`config.mk`:
```
export PLATFORM = sky130hd
export DESIGN_NAME = led_strip_controller
export DESIGN_NICKNAME = d
export VERILOG_FILES = /design/src/rtl/led_strip_controller.sv
export SDC_FILE = /design/constraint.sdc
export NUM_CORES = 1
export LEC_CHECK = 0
export CORE_MARGIN = 2
export CORE_UTILIZATION = 60
export DETAILED_ROUTE_END_ITERATION = 8
export MAX_ROUTING_LAYER = met4
export PLACE_DENSITY_LB_ADDON = 0.1
export SLEW_MARGIN = 0
export SYNTH_ARGS = -nofsm -noshare
export SYNTH_HDL_FRONTEND = slang
export SYNTH_SLANG_ARGS = --single-unit
```
`constraint.sdc`:
```
create_clock -name clk -period 6.2 [get_ports clk]
set_input_delay 0.62 -clock clk [delete_from_list [all_inputs] [get_ports clk]]
set_output_delay 0.62 -clock clk [all_outputs]
set_load 0.005 [all_outputs]
```
`src/rtl/led_strip_controller.sv`:
```
// Two-wire (clock + data) LED strip driver: streams LED_COUNT 24-bit pixels MSB first,
// then holds the line idle long enough for the strip to latch the new colours.
module led_strip_controller #(
    parameter int LED_COUNT    = 5,
    parameter int CLK_DIV      = 4,
    parameter int LATCH_CYCLES = 26000
) (
    input  logic        clk,
    input  logic        rst,
    input  logic        start,
    input  logic [23:0] pix_data,
    input  logic        pix_valid,
    output logic        pix_ready,
    output logic        sclk,
    output logic        sdo,
    output logic        busy,
    output logic        done,
    output logic        stall
);

    localparam int PCW = $clog2(LED_COUNT + 1);
    localparam int DCW = $clog2(CLK_DIV + 1);
    localparam int LCW = $clog2(LATCH_CYCLES + 1);

    localparam logic [PCW-1:0] PIX_LAST   = PCW'(LED_COUNT - 1);
    localparam logic [DCW-1:0] DIV_LAST   = DCW'(CLK_DIV - 1);
    localparam logic [LCW-1:0] LATCH_LAST = LCW'(LATCH_CYCLES - 1);

    typedef enum logic [2:0] {
        ST_IDLE  = 3'd0,
        ST_LOAD  = 3'd1,
        ST_SHIFT = 3'd2,
        ST_LATCH = 3'd3,
        ST_DONE  = 3'd4
    } state_t;

    state_t           state_r;
    logic [23:0]      shift_r;
    logic [4:0]       bit_cnt_r;
    logic [DCW-1:0]   div_cnt_r;
    logic             high_r;
    logic [PCW-1:0]   pix_cnt_r;
    logic [LCW-1:0]   latch_cnt_r;
    logic             sclk_r;
    logic             sdo_r;
    logic             pix_ready_r;
    logic             busy_r;
    logic             done_r;

    // Frame sequencer; every serial-line and handshake output is a flop updated here.
    always_ff @(posedge clk or posedge rst) begin
        if (rst) begin
            state_r     <= ST_IDLE;
            shift_r     <= 24'd0;
            bit_cnt_r   <= 5'd0;
            div_cnt_r   <= {DCW{1'b0}};
            high_r      <= 1'b0;
            pix_cnt_r   <= {PCW{1'b0}};
            latch_cnt_r <= {LCW{1'b0}};
            sclk_r      <= 1'b0;
            sdo_r       <= 1'b0;
            pix_ready_r <= 1'b0;
            busy_r      <= 1'b0;
            done_r      <= 1'b0;
        end else begin
            case (state_r)
                ST_IDLE: begin
                    done_r <= 1'b0;
                    if (start) begin
                        state_r     <= ST_LOAD;
                        pix_cnt_r   <= {PCW{1'b0}};
                        busy_r      <= 1'b1;
                        pix_ready_r <= 1'b1;
                    end
                end
                ST_LOAD: begin
                    // sdo is presented with the first bit at the same edge the low phase begins
                    if (pix_valid) begin
                        shift_r     <= pix_data;
                        sdo_r       <= pix_data[23];
                        bit_cnt_r   <= 5'd23;
                        div_cnt_r   <= {DCW{1'b0}};
                        high_r      <= 1'b0;
                        pix_ready_r <= 1'b0;
                        state_r     <= ST_SHIFT;
                    end
                end
                ST_SHIFT: begin
                    if (div_cnt_r == DIV_LAST) begin
                        div_cnt_r <= {DCW{1'b0}};
                        if (!high_r) begin
                            high_r <= 1'b1;
                            sclk_r <= 1'b1;
                        end else begin
                            high_r <= 1'b0;
                            sclk_r <= 1'b0;
                            if (bit_cnt_r == 5'd0) begin
                                pix_cnt_r <= pix_cnt_r + PCW'(1);
                                sdo_r     <= 1'b0;
                                if (pix_cnt_r == PIX_LAST) begin
                                    latch_cnt_r <= {LCW{1'b0}};
                                    state_r     <= ST_LATCH;
                                end else begin
                                    pix_ready_r <= 1'b1;
                                    state_r     <= ST_LOAD;
                                end
                            end else begin
                                bit_cnt_r <= bit_cnt_r - 5'd1;
                                shift_r   <= {shift_r[22:0], 1'b0};
                                sdo_r     <= shift_r[22];
                            end
                        end
                    end else begin
                        div_cnt_r <= div_cnt_r + DCW'(1);
                    end
                end
                ST_LATCH: begin
                    if (latch_cnt_r == LATCH_LAST) begin
                        done_r  <= 1'b1;
                        state_r <= ST_DONE;
                    end else begin
                        latch_cnt_r <= latch_cnt_r + LCW'(1);
                    end
                end
                ST_DONE: begin
                    // start is deliberately not sampled here; a new frame begins only from IDLE
                    done_r  <= 1'b0;
                    busy_r  <= 1'b0;
                    state_r <= ST_IDLE;
                end
                default: begin
                    state_r     <= ST_IDLE;
                    sclk_r      <= 1'b0;
                    sdo_r       <= 1'b0;
                    pix_ready_r <= 1'b0;
                    busy_r      <= 1'b0;
                    done_r      <= 1'b0;
                end
            endcase
        end
    end

    assign pix_ready = pix_ready_r;
    assign sclk      = sclk_r;
    assign sdo       = sdo_r;
    assign busy      = busy_r;
    assign done      = done_r;
    // Stall must track pix_valid within the same LOAD cycle, so it is decoded from state flops.
    assign stall     = (state_r == ST_LOAD) && !pix_valid && (pix_cnt_r != {PCW{1'b0}});

endmodule
```
* Yosys cells after proc, flatten, opt, wreduce, memory -nomap -nowiden
Index checks and enable logic that the tools add are counted.
Storage, ports and cells: flip-flop bits (word level) 58, output and inout port bits 6, logic and storage cells 114
Operators by class: add/sub/neg operators 4, equality and inequality tests 17, multiplexer cells 51, bitwise operators 5, reductions and logical operators 25
Operators by type and width (number):
- two-way mux 23 bit | 4
- two-way mux 15 bit | 5
- case mux 23 bit (2 select lines) | 1
- two-way mux 3 bit | 12
- case mux 15 bit (2 select lines) | 1
- two-way mux 5 bit | 4
- inequality test 2 bit (second input constant) | 10
- adder 15 x 1 -> 15 bit (second input constant) | 1
- equality test 15 bit (second input constant) | 1
- two-way mux 1 bit | 13
- case mux 3 bit (2 select lines) | 2
- case mux 3 bit (4 select lines) | 1
- AND reduction 6 bit | 2
- case mux 5 bit (2 select lines) | 1
- AND reduction 5 bit | 2
- equality test 3 x 2 -> 1 bit (second input constant) | 3
- case mux 1 bit (2 select lines) | 4
- AND reduction 2 bit | 4
- AND reduction 7 bit | 1
- adder 3 x 1 -> 3 bit (second input constant) | 2
- equality test 3 bit (second input constant) | 2
- nonzero test 2 bit | 3
- OR reduction 3 bit | 2
- logical NOT 5 bit | 1
- other kinds (14) | 20

* Depth between registers and ports, before layout
Gate-level depths: netlist of the first run.
depth in word-level cells 6, mapped depth 8, gate-level depth less buffers 7

* Worst setup path after synthesis of the first run
No wires, ideal clock.
path kind reg2reg, start register bit_cnt_r[0], end register latch_cnt_r[12], data arrival time 1874 ps, required time 6079 ps, setup slack 4205 ps, stages on the path, launching flop included 8, clock period less this slack 1995 ps, path through dfrtp_1 -> inv_1 -> ha_1 -> or4b_4 -> nor3_4 -> a22oi_2 -> a21o_1 -> a22o_1
On the way: cells in the longest elaborated chain, start to end 3
RTL lines:
- start, declared | line 39 | logic [4:0] bit_cnt_r;
- start signal, assigned | line 108 | bit_cnt_r <= bit_cnt_r - 5'd1;
- logical NOT 5 bit | line 97 | if (bit_cnt_r == 5'd0) begin
- inequality test 2 bit (no line)
- AND reduction 6 bit (no line)
- end signal, assigned | line 59 | latch_cnt_r <= {LCW{1'b0}};
- end signal, assigned | line 101 | latch_cnt_r <= {LCW{1'b0}};
- end signal, assigned | line 122 | latch_cnt_r <= latch_cnt_r + LCW'(1);
- end, declared | line 43 | logic [LCW-1:0] latch_cnt_r;
No other way between the ends. A chain may end at the register's enable or synchronous reset.

* Final worst setup path of the first run
start register state_r[2], end output port stall
On the way: cells in the longest elaborated chain, start to end 3
RTL lines:
- start, declared | line 37 | state_t state_r;
- start signal, assigned | line 53 | state_r <= ST_IDLE;
- start signal, assigned | line 70 | state_r <= ST_LOAD;
- start signal, assigned | line 85 | state_r <= ST_SHIFT;
- equality test 3 x 1 -> 1 bit | line 149 | assign stall = (state_r == ST_LOAD) && !pix_valid && (pix_cnt_r != {PCW{1'b0}});
- logical AND 1 bit (2 in series) | line 149
- end, declared | line 18 | output logic stall
No other way between the ends.

==> results of run 1 <==
==> cell families after synthesis <==
logic type	after synthesis	share of synthesized area
buf+inv	28	0.04460
xor+xnor	2	0.005837
compound gates	83	0.1792
simple gates	161	0.2589
mux	2	0.007086
flops	58	0.4835
fa+ha+maj	5	0.02084
==> flip-flops by register name, indices dropped and copies added (netlist names), 3 cells and up <==
name	cells
shift_r	23
latch_cnt_r	15
div_cnt_r	3
pix_cnt_r	3
bit_cnt_r	5
state_r	3
==> cell usage in the layout (no fill, tap or decap), types with 3 or more instances in the layout <==
cell	netlist	final
a211oi_1	3	3
a21o_1	4	4
a21oi_1	9	9
a22o_1	3	3
a31oi_1	18	18
and3_1	5	5
buf_4	0	3
clkbuf_8	0	10
clkdlybuf4s50_1	0	33
dfrtp_1	58	58
ha_1	5	5
inv_1	9	8
nand2_1	51	51
nand3_1	10	10
nand3b_1	3	3
nand4_1	5	5
nor2_1	55	55
nor2b_1	4	4
nor3_1	9	9
o21ai_0	15	15
o21ai_1	8	8
o22ai_1	8	8
==> synthesized netlist by cell type (all sizes together), types with 3 or more instances <==
master,number
dfrtp,58
nor2,55
nand2,51
o21ai,23
a31oi,18
buf,13
nand3,10
nor3,10
a21oi,9
inv,9
o22ai,8
clkbuf,6
and3,5
ha,5
nand4,5
a211oi,4
a21o,4
nor2b,4
a22o,3
nand3b,3
==> cell type report <==
class | instances | area, µm²
timing repair buffer | 36 | 352.8
fill | 377 | 1255
multi-input combinational | 253 | 1424
sequential | 58 | 1451
tap | 67 | 83.83
clock buffer | 12 | 145.1
inverter | 9 | 33.78
clock inverter | 3 | 40.04
==> power groups by stage <==
stage	clock, W	sequential [W]	combinational, W
floorplan	0	0.000564	0.000440
global placement	0	0.000591	0.000525
detailed placement	0	0.000597	0.000545
CTS	0.000339	0.000590	0.000548
global route	0.000355	0.000608	0.000622
finish	0.000333	0.000591	0.000543
==> per-stage QoR <==
| stage | util | setup WS [ns] |
|---|---|---|
| after floorplan | - | 4.152 |
| after global placement | 0.6991 | 3.508 |
| after detailed placement | 0.6991 | 3.460 |
| after CTS | 0.7378 | 3.420 |
| after global routing | 0.7378 | 3.252 |
| final | 0.7378 | 3.418 |
==> worst max-delay path by stage <==
stage | startpoint | to | slack (ns) | cells past startpoint
after floorplan | rst | bit_cnt_r[0]$_DFFE_PP0P_ | 4.15 | 1
after global placement | pix_valid | stall | 3.51 | 4
after detailed placement | pix_valid | stall | 3.46 | 4
after CTS | state_r[2]$_DFFE_PP0P_ | stall | 3.42 | 3
after global routing | state_r[0]$_DFFE_PP0P_ | stall | 3.25 | 3
final | state_r[2]$_DFFE_PP0P_ | stall | 3.42 | 3
==> layer usage <==
layer	track usage	share of wire
met3	0.04685	0.034
met4	0.09921	0.010
met1	0.3348	0.47
met5	-	0
met2	0.3825	0.48
==> worst max-delay path, delay by kind of cell (launching register included) <==
| family | cells | cell delay [ns] |
|---|---|---|
| flops | 1 | 0.61 |
| compound gates | 1 | 0.23 |
| simple gates | 1 | 0.48 |
| buf+inv | 1 | 0.52 |
==> flow_summary.toml, run 1 <==
[timing]
fin_crit_ns = 2.782
setup_tns_ns = 0
fmax_mhz = 359.5
setup_viol = 0
hold_ws_ns = 0.4787
finalMaxSlewViolations = 0
worstMarginPinSlew_ns = 0.8170
slew_headroom = 0.4533
post-route-period-util = 0.4486
final.setup_skew_ns = 0.006683
rsz0062_at_grt = "no"
hold_violations = 0

[run_status]
status = "complete, no violations"

[worst_setup_path]
cp_slowest_cell = "dfrtp_1"
path_class = "flip-flop to output pin"
arrival_ns = 2.16
reg2reg_from = "state_r[2]$_DFFE_PP0P_"
slowest_delay_ns = 0.61
r2r_setup_slack_ns = 3.67
setup.worst_path.end_class = "output pin"
critPathMaxFanout = 20
critPathRequiredTime_ns = 5.58
r2r-end = "latch_cnt_r[12]$_DFFE_PP0P_"
worstSetupStartpointType = "flip-flop"
reg2reg_depth = 5
path_cells = "nor4b_1 -> a21boi_0 -> clkdlybuf4s50_1"

[clock_tree]
cts_buffer_depth = 2
cts_setup_buffers = 0
cts_tree = "yes"
numCtsBuffers = 9
ctsResizeCount = 0
htreeDepth = 3
clkSinkCount = 58
clock_latency_ns = 0.33
cts_hold_buf = 0
clock-root-buffer = "clkbuf_8"
clkTransAtPathRegs_ns = 0.06

[min_path]
holdPathEnd = "latch_cnt_r[14]$_DFFE_PP0P_"
hold_class = "flip-flop to flip-flop"
hold_path_depth = 1
min_from = "latch_cnt_r[14]$_DFFE_PP0P_"

[yosys]
synthFlopType = "dfrtp_1"
syn-num-nets = 372
synth.area.top_cells = "dfrtp_1, nor2_1, nand2_1"
yosysWarnings = 0
synth_top_area_frac = 0.4835
yosysSeqAreaShare = 0.4835
ys_seq_elements = 58
synth-edff-count = 0
syn_area_um2 = 3002
synth_cells = 339
avgSynthCellArea_um2 = 8.854
async_flop_share = 1.000
ys_types = 52
synth_area_leader_cell = "dfrtp_1"

[placed_design]
dp.cells = 423
place_congestion = 0.8532
portBuffers = 33
place_area_um2 = 3346
hpwl_mm = 4.011

[floorplan]
rows = 25
pin_count = 34
core-area_um2 = 4786
die_area_um2 = 5585
fp.dieW_um = 74.73
die-height_um = 74.73
start_util = 0.6272

[pwr]
totalPowerFinal_w = 0.001466
p_comb_frac = 0.370
power.switching_w = 0.0005478
leakage_nw = 1.503
swShare = 0.3736
clkPwrFrac = 0.227
p_int_w = 0.0009186
powerDensity_nw_per_um2 = 415.3
ir_drop_mv = 0.2770
pwr-share-seq = 0.403

[global_route]
grt_pass1_wl_mm = 10.43
grt-ovfl-total = 0
antenna_found_initial = 0
grt_pass1_vias = 2335
grt_max_degree = 59
grt_usage = 0.2509

[drt]
drc = 0
routed_wl_mm = 6.021
viasPerCell = 5.767
drt_pass1_iterations = 4
ant_nets = 0
drt_iter0_markers = 174
wl_per_cell_um = 13.75
dr_total_vias = 2526

[finish]
diodes = 0
stdcell_area_um2 = 3531
final_layout_size_suffix_gt1_frac = 0.07278
stdcell_count = 438
final_nets = 400
area_growth_pct = 17.63

[run]
drv_cap = 0
Note: power is estimated with default switching activity, not from simulation.
==> run 2: changes to the inputs <==
- CORE_UTILIZATION: 60 -> 50
- clock period: 6.2 -> 2.5 ns (I/O delays scaled with it)
==> run 2 against run 1 <==
Effect of this change: setup slack got worse by 3.2 ns; power rose to 2.7 times the previous value; combinational power rose to 2.7 times the previous value; sequential share of layout area fell by 1.8 points; largest cell class unchanged; largest power group unchanged; highest routed layer unchanged; first-iteration DRC count fell by 44%; critical endpoint unchanged; clock power rose to 3.3 times the previous value; critical path depth rose by 1.
==> flow_summary.toml, run 2 (synthesis gave the netlist of run 1 again) <==
[clock_tree]
clock_latency_ns = 0.35
htreeDepth = 3
cts_tree = "yes"
clock-root-buffer = "clkbuf_8"
clkTransAtPathRegs_ns = 0.08
cts_buffer_depth = 2
numCtsBuffers = 9
cts_setup_buffers = 0
clkSinkCount = 58

[drt]
routed_wl_mm = 6.581
ant_nets = 0
dr_total_vias = 2562
drt_iter0_markers = 97
viasPerCell = 5.643
drc = 0
wl_per_cell_um = 14.50
drt_pass1_iterations = 4

[pwr]
power.switching_w = 0.001436
ir_drop_mv = 0.7450
pwr-share-seq = 0.364
p_comb_frac = 0.362
leakage_nw = 1.581
p_int_w = 0.002574
swShare = 0.3581
totalPowerFinal_w = 0.004010
powerDensity_nw_per_um2 = 1086
clkPwrFrac = 0.274

[worst_setup_path]
r2r_setup_slack_ns = 0.23
arrival_ns = 2.05
critPathMaxFanout = 9
critPathRequiredTime_ns = 2.25
worstSetupStartpointType = "flip-flop"
path_class = "flip-flop to output pin"
setup.worst_path.end_class = "output pin"

[timing]
post-route-period-util = 0.9194
fmax_mhz = 435.1
hold_violations = 0
setup_tns_ns = 0
finalMaxSlewViolations = 0
rsz0062_at_grt = "no"
slew_headroom = 0.5802
fin_crit_ns = 2.298
setup_viol = 0
final.setup_skew_ns = 0.01444
worstMarginPinSlew_ns = 0.6210

[placed_design]
place_area_um2 = 3433
hpwl_mm = 4.498
place_congestion = 0.8202
dp.cells = 438
portBuffers = 33

[global_route]
grt-ovfl-total = 0
grt_pass1_wl_mm = 11.12
grt_pass1_vias = 2383
grt_max_degree = 36
antenna_found_initial = 0
grt_usage = 0.2268

[finish]
stdcell_count = 454
layout_common_cells = "dfrtp_1, nor2_1, nand2_1"
reg_top3 = "shift_r x23, latch_cnt_r x15, bit_cnt_r x5"
final_nets = 407
regMostFlops = "shift_r"
area_growth_pct = 22.97
diodes = 0
final_common_cell = "dfrtp_1"
stdcell_area_um2 = 3691
final_layout_size_suffix_gt1_frac = 0.1003
largest_register_ffs = 23

[run]
drv_cap = 0

[floorplan]
die_area_um2 = 6639
pin_count = 34
core-area_um2 = 5851
start_util = 0.5130
die-height_um = 81.48
rows = 28
fp.dieW_um = 81.48

[run_status]
status = "complete, no violations"

[min_path]
hold_class = "input pin to async pin"
run 2: metrics by stage:
stage,util,worst slack [ns],hold slack (ns)
2_1_floorplan,-,0.5051,0.3897
6_report,0.6309,0.2015,0.2789
3_5_place_dp,0.5868,0.2402,0.4575
5_1_grt,0.6309,0.08375,0.3384
4_1_cts,0.6298,0.1168,0.2936
3_3_place_gp,0.5868,0.2671,0.4641
run 2: layer usage:
metal | track usage | vias to the layer above | routed length [µm]
li1 | - | 1281 | -
met1 | 0.2940 | 1226 | 3216
met2 | 0.3443 | 40 | 3006
met3 | 0.04286 | 15 | 194
met4 | 0.1085 | 0 | 164
met5 | - | - | 0
run 2: final timing paths:
kind                                        startpoint                           to  cells past startpoint
max                             state_r[0]$_DFFE_PP0P_                        stall                      4
min                                                rst     pix_cnt_r[2]$_DFFE_PP0P_                      2
max reg2reg                   bit_cnt_r[0]$_DFFE_PP0P_  latch_cnt_r[12]$_DFFE_PP0P_                      7
min reg2reg                latch_cnt_r[14]$_DFFE_PP0P_  latch_cnt_r[14]$_DFFE_PP0P_                      1
max in group asynchronous                          rst      shift_r[20]$_DFFE_PP0P_                      3
min in group clk                          pix_data[14]      shift_r[14]$_DFFE_PP0P_                      3
run 2: worst max-delay path: stages, from the launching register on:
cell             delay [ns]
dfrtp_1                0.47
buf_4                  0.20
nor4b_2                0.24
a21boi_0               0.25
clkdlybuf4s50_1        0.53
run 2: repair_timing:
| action | CTS | global route |
|---|---|---|
| setup endpoints to repair | 0 | 1 |
| resized for setup | 0 | 1 |
| hold buffers | 0 | 0 |
run 2: area by class of cell:
cell class / count / area (µm²)
Tap cell: 75 / 93.84
Timing Repair Buffer: 43 / 430.4
Sequential cell: 58 / 1451
Multi-Input combinational cell: 253 / 1430
Inverter: 9 / 33.78
Clock buffer: 11 / 151.4
Fill cell: 499 / 2160
Clock inverter: 5 / 100.1
run 2: power by group through the flow:
stage	Combinational, W	Sequential [W]	Clock, W
final	0.00145	0.00146	0.00110
after global routing	0.00165	0.00151	0.00116
after CTS	0.00146	0.00146	0.00111
after detailed placement	0.00145	0.00148	0
after global placement	0.00140	0.00146	0
after floorplan	0.00109	0.00140	0
